## config.mk

```make
export PLATFORM = sky130hd
export DESIGN_NAME = mix_columns_iter
export DESIGN_NICKNAME = d
export VERILOG_FILES = /design/src/rtl/aes_pkg.sv /design/src/rtl/mix_column_unit.sv /design/src/rtl/mix_columns_iter.sv
export SDC_FILE = /design/constraint.sdc
export NUM_CORES = 1
export LEC_CHECK = 0
export BUFFER_PORTS_ARGS = -buffer_cell sky130_fd_sc_hd__buf_2
export CORE_MARGIN = 2
export CORE_UTILIZATION = 25
export CTS_CLUSTER_SIZE = 20
export DETAILED_ROUTE_END_ITERATION = 7
export PLACE_DENSITY_LB_ADDON = 0.25
export SLEW_MARGIN = 30
export SYNTH_ARGS = -nofsm -noshare
export SYNTH_HDL_FRONTEND = slang
export SYNTH_SLANG_ARGS = --single-unit
```

## constraint.sdc

```tcl
create_clock -name clk -period 1.56 [get_ports clk]
set_input_delay 0.312 -clock clk [delete_from_list [all_inputs] [get_ports clk]]
set_output_delay 0.312 -clock clk [all_outputs]
set_load 0.005 [all_outputs]
```

## src/rtl/aes_pkg.sv

```systemverilog
// AES column-mix shared types, widths and GF(2^8) helpers.
// Exports: STATE_W, COL_W, NUM_COLS, byte_t, col_t, fsm_e, RED_POLY, xtime().
package aes_pkg;

  localparam int STATE_W  = 128;
  localparam int COL_W    = 32;
  localparam int NUM_COLS = 4;

  typedef logic [7:0]       byte_t;
  typedef logic [COL_W-1:0] col_t;

  typedef enum logic [1:0] {
    IDLE,
    CALC,
    DONE
  } fsm_e;

  localparam byte_t RED_POLY = 8'h1b;

  function automatic byte_t xtime(input byte_t b);
    return {b[6:0], 1'b0} ^ (b[7] ? RED_POLY : 8'h00);
  endfunction

endpackage

```

## src/rtl/mix_column_unit.sv

```systemverilog
// Combinational (Inv)MixColumns of one 32-bit column, row 0 in [31:24].
// Ports: col_i column in, inv_i inverse select, col_o column out. Macro: AES_INV_MIX_EN.
module mix_column_unit
  import aes_pkg::*;
(
  input  col_t col_i,
  input  logic inv_i,
  output col_t col_o
);

  byte_t [0:3] a;
  byte_t [0:3] fwd;

  assign a = col_i;

  always_comb begin
    fwd = '0;
    for (int r = 0; r < 4; r++) begin
      fwd[r] = xtime(a[r])
             ^ xtime(a[2'(r + 1)]) ^ a[2'(r + 1)]
             ^ a[2'(r + 2)]
             ^ a[2'(r + 3)];
    end
  end

`ifdef AES_INV_MIX_EN
  byte_t [0:3] x2;
  byte_t [0:3] x4;
  byte_t [0:3] x8;
  byte_t [0:3] bwd;

  // Multiples 2,4,8 per byte; 0e/0b/0d/09 are XOR combinations of them.
  always_comb begin
    x2  = '0;
    x4  = '0;
    x8  = '0;
    bwd = '0;
    for (int r = 0; r < 4; r++) begin
      x2[r] = xtime(a[r]);
      x4[r] = xtime(x2[r]);
      x8[r] = xtime(x4[r]);
    end
    for (int r = 0; r < 4; r++) begin
      bwd[r] = (x8[r] ^ x4[r] ^ x2[r])
             ^ (x8[2'(r + 1)] ^ x2[2'(r + 1)] ^ a[2'(r + 1)])
             ^ (x8[2'(r + 2)] ^ x4[2'(r + 2)] ^ a[2'(r + 2)])
             ^ (x8[2'(r + 3)] ^ a[2'(r + 3)]);
    end
  end

  assign col_o = inv_i ? bwd : fwd;
`else
  logic unused_inv;
  assign unused_inv = inv_i;
  assign col_o      = fwd;
`endif

endmodule

```

## src/rtl/mix_columns_iter.sv

```systemverilog
// Iterative MixColumns over a 128-bit state, COLS_PER_CYCLE columns per cycle.
// Ports: clk, rst, in_valid/in_ready/in_state/in_inv, out_valid/out_ready/out_state, busy. Macro: AES_INV_MIX_EN.
module mix_columns_iter
  import aes_pkg::*;
#(
  parameter int COLS_PER_CYCLE = 1
) (
  input  logic               clk,
  input  logic               rst,
  input  logic               in_valid,
  output logic               in_ready,
  input  logic [STATE_W-1:0] in_state,
  input  logic               in_inv,
  output logic               out_valid,
  input  logic               out_ready,
  output logic [STATE_W-1:0] out_state,
  output logic               busy
);

  // STEP of 4 truncates to 0, which is the correct wrap for a 2-bit counter.
  localparam logic [1:0] STEP     = 2'(COLS_PER_CYCLE);
  localparam logic [1:0] LAST_OFS = 2'(COLS_PER_CYCLE - 1);

  fsm_e                   state_q, state_d;
  logic [1:0]             cnt_q, cnt_d;
  col_t [0:NUM_COLS-1]    cols_q, cols_d;
  logic                   inv_q;
  logic                   accept;
  logic                   last;

  logic [1:0] idx     [COLS_PER_CYCLE];
  col_t       col_in  [COLS_PER_CYCLE];
  col_t       col_out [COLS_PER_CYCLE];

  assign accept    = in_valid & in_ready;
  assign last      = (cnt_q + LAST_OFS) == 2'd3;
  assign out_state = cols_q;

  for (genvar k = 0; k < COLS_PER_CYCLE; k++) begin : g_col
    assign idx[k]    = cnt_q + 2'(k);
    assign col_in[k] = cols_q[idx[k]];

    mix_column_unit u_mc (
      .col_i (col_in[k]),
      .inv_i (inv_q),
      .col_o (col_out[k])
    );
  end

`ifdef AES_INV_MIX_EN
  always_ff @(posedge clk) begin
    if (rst) begin
      inv_q <= 1'b0;
    end else if (accept) begin
      inv_q <= in_inv;
    end
  end
`else
  logic unused_inv;
  assign unused_inv = in_inv;
  assign inv_q      = 1'b0;
`endif

  always_ff @(posedge clk) begin
    if (rst) begin
      state_q <= IDLE;
      cnt_q   <= '0;
      cols_q  <= '0;
    end else begin
      state_q <= state_d;
      cnt_q   <= cnt_d;
      cols_q  <= cols_d;
    end
  end

  always_comb begin
    state_d = state_q;
    unique case (state_q)
      IDLE: if (accept) state_d = CALC;
      CALC: if (last) state_d = DONE;
      DONE: if (out_ready) state_d = in_valid ? CALC : IDLE;
      default: state_d = IDLE;
    endcase
  end

  always_comb begin
    in_ready  = 1'b0;
    out_valid = 1'b0;
    busy      = 1'b0;
    unique case (state_q)
      IDLE: in_ready = 1'b1;
      CALC: busy = 1'b1;
      DONE: begin
        busy      = 1'b1;
        out_valid = 1'b1;
        in_ready  = out_ready;
      end
      default: ;
    endcase
  end

  always_comb begin
    cnt_d  = cnt_q;
    cols_d = cols_q;
    if (accept) begin
      cols_d = in_state;
      cnt_d  = '0;
    end else if (state_q == CALC) begin
      for (int k = 0; k < COLS_PER_CYCLE; k++) begin
        cols_d[idx[k]] = col_out[k];
      end
      cnt_d = cnt_q + STEP;
    end
  end

endmodule

```

==> flow_metrics.tcl <==
set metrics [dict create \
    layout_worst_path_cycle_share_pct 110.5 \
    area_share_of_the_largest_cell_type_after_synthesis_pct 62.28 \
    yosys_most_used_dff "dfxtp_1" \
    vias_per_cell 4.446 \
    power_density_mw_per_mm2 1739 \
    detail-route-antenna-nets 0 \
    n_antenna_cell 0 \
    clk_pin_slew_ps 60 \
    wl_microns 11980 \
    cp.depth 5 \
    total_power_mw 11.78 \
    clock-skew-final_ps 6.854 \
    setup.worst_path.end_class "output pin" \
    share_of_post_route_cells_with_drive_strength_above_1_pct 54.38 \
    max-clock-path-buffers 2 \
    slew-limit-headroom_pct 72.17 \
    core_region_area_sq_mm 0.01658 \
    final_cells 836 \
    cts-hold-fix-buffers 0 \
    failed_checks "setup timing" \
    io_buffers 262 \
    critical_path.top_delay_family "flip-flops" \
    syn_inst 323 \
    post_route_drc_violation_count 0 \
    gp_congestion 0.7280 \
    syn-cell-area_sq_mm 0.004243 \
    global_route.overflow_total 0 \
    synthesis_stage_register_bit_count 132 \
    finalWorstPathRequiredPeriod_ps 1724 \
    timing_max_transition_violations_final 0 \
    unrepaired_setup_endpoints_after_global_routing "true" \
    crit_path_start_kind "flip-flop" \
    r2r_slack_ps -160 \
    first_iter_violations 133 \
    critical_path_required_ps 1250 \
    row_count 47 \
    pin_count_of_the_biggest_net_entering_global_routing 45 \
    clock_insertion_delay_worst_skew_ps 410 \
    total_leakage_power_nw 3.353 \
    vias 3717 \
    hold_viol 0 \
    num-nets-final 746 \
    syn_avg_cell_area_sq_um 13.14 \
    critical_path.cell_chain "inv_4, ha_4, a21o_4, buf_12, buf_6" \
    max_slew.worst_pin.slew_ps 417.1 \
    cts.root.buffer_cell "clkbuf_16" \
    ys_top_cells_by_area "dfxtp_1, a22o_1, ha_1" \
    place_worst_setup_slack_ps -93.73 \
    reg2regPathDepth 8 \
    cts_h_tree_lvls 4 \
    pin_count 264 \
    synth_warnings 0 \
    max_cap_viol_count 0 \
    async_reset_ff_share_pct 0 \
    dpl.hpwl_microns 8147 \
    timing.setup.critical_path_class "flip-flop to output pin" \
    irDropWorstVdd_v 0.0008769 \
    wl_per_cell_microns 14.33 \
    grt_use_total_pct 13.07 \
    crit_end "in_ready" \
    rr_endpoint "out_state[4]$_SDFFE_PP0P_" \
    max_stage_delay_ps 350 \
    timing.final.ws_setup_ps -164.3 \
    critical_path_peak_fanout 4 \
    wire_length_of_the_first_global_routing_pass_microns 18570 \
    mappedNetlistNets 465 \
    areaGrowthSynthToFinish_pct 59.69 \
    numPlacedInstances 796 \
    edff_count_synth 0 \
    chipHeight_microns 134.3 \
    floorplan.die.width_microns 134.3 \
    critical-path-slowest-cell "dfxtp_4" \
    holdCritPathClass "input port to flip-flop" \
    initial_antenna_violation_count 0 \
    numClockSinks 132 \
    yosysSeqAreaShare_pct 62.28 \
    synthDominantAreaCellType "dfxtp_1" \
    vias_in_the_first_global_route 3732 \
    cts_inserted_buffers 17 \
    dr.pass1.iters 4 \
    setup_violations 131 \
    startpoint "state_q[0]$_SDFFE_PP0P_" \
    synth.distinct_cells 20 \
    cp_num_buf_inv 3 \
    initial_core_util_pct 25.58 \
    max_freq_ghz 0.5800 \
    reg2reg_from "state_q[0]$_SDFFE_PP0P_" \
    tritoncts "built" \
    outcome "complete, but fails checks" \
    setup_tns_ps -16460 \
    die_outline_area_sq_mm 0.01803 \
    timing.critical_path.arrival_ps 1410 \
]
worst reg2reg max path, stage by stage (launching register included):
cell and delay (ps):
dfxtp_4 350, inv_4 50, ha_4 160, a21o_4 210
buf_12 130, buf_4 140, a221oi_4 250, buf_12 220
a22o_1 160
layer usage:
| layer | share of wire [%] | GRT usage (%) | up-vias | wire [microns] |
|---|---|---|---|---|
| met4 | 2.4 | 6.433 | 0 | 285 |
| met1 | 42 | 15.08 | 1734 | 4977 |
| met2 | 48 | 21.26 | 162 | 5808 |
| met3 | 7.6 | 4.951 | 23 | 906 |
| li1 | - | - | 1798 | - |
| met5 | 0 | 0 | - | 0 |
worst min path at each step:
stage                     slack, ps                        from  cells after the start                     endpoint
final                           120               in_state[108]                      2  out_state[108]$_SDFFE_PP0P_
after detailed placement        450  out_state[17]$_SDFFE_PP0P_                      1   out_state[17]$_SDFFE_PP0P_
after CTS                        90                in_state[16]                      2   out_state[16]$_SDFFE_PP0P_
after floorplan                 440                 in_state[0]                      1    out_state[0]$_SDFFE_PP0P_
after global placement          450   out_state[2]$_SDFFE_PP0P_                      1    out_state[2]$_SDFFE_PP0P_
after global routing            100                 in_state[1]                      2    out_state[1]$_SDFFE_PP0P_
state kept, by name, summed over array words and instances, names as in the netlist:
signal,cells
out_state,128
state_q,2
cnt_q,2
synth_stat cells (all sizes together), types with 2 or more instances:
cell type,instances
buf,26
a21o,2
nor2,3
inv,7
clkbuf,2
nand2b,2
dfxtp,132
a221oi,4
ha,9
a22o,128
mux2i,2
power breakdown:
part           switching, mW  internal, mW
clock network           1.41          2.62
logic                   1.48          1.91
registers              0.329          4.03
cell families (layout without fill, tap and decap cells):
kind of cell / count (synthesis) / count (layout) / share of synthesized area [%]
compound gates: 136 / 136 / 28.58
flops: 132 / 132 / 62.28
buf+inv: 35 / 328 / 4.571
fa+ha+maj: 9 / 9 / 2.654
simple gates: 7 / 7 / 0.9729
mux: 3 / 3 / 0.7372
xor+xnor: 1 / 1 / 0.2065
cell usage in the layout (no fill, tap or decap):
master / instances
bufinv_16: 3
a222oi_1: 1
clkinvlp_4: 2
a21o_1: 1
mux2i_1: 1
mux2i_2: 1
a22o_1: 128
inv_2: 1
nor3b_4: 1
a21oi_1: 1
inv_1: 4
buf_12: 10
buf_6: 8
nor2_1: 3
dfxtp_4: 2
inv_4: 3
xnor2_1: 1
ha_4: 3
clkbuf_1: 2
buf_2: 259
buf_8: 1
clkbuf_16: 18
nor3_1: 1
a21o_4: 1
buf_4: 11
clkinv_2: 3
clkbuf_8: 3
mux2_4: 1
dfxtp_1: 130
nand2b_1: 2
ha_1: 6
a221oi_4: 4
what timing repair did:
action	in CTS	in global routing
resized for setup	9	6
setup buffers	8	1
setup endpoints to repair	132	133
pin swaps	3	7
gates cloned	2	1
area by class of cell:
cell class / count / area [sq um]
Clock buffer: 22 / 474.2
Inverter: 7 / 31.28
Sequential cell: 132 / 2650
Clock inverter: 9 / 126.4
Multi-Input combinational cell: 156 / 1509
Tap cell: 220 / 275.3
Timing Repair Buffer: 290 / 1709
Fill cell: 1604 / 9808
per-stage QoR:
stage | area [sq um] | util [%] | hold WS [ps]
2_1_floorplan | 4363 | - | 444.6
4_1_cts | 6773 | 40.84 | 92.38
5_1_grt | 6775 | 40.86 | 100.5
6_report | 6775 | 40.86 | 119.8
3_5_place_dp | 6002 | 36.19 | 449.8
3_3_place_gp | 6002 | 36.19 | 450.5
Note: power is estimated with default switching activity, not from simulation.
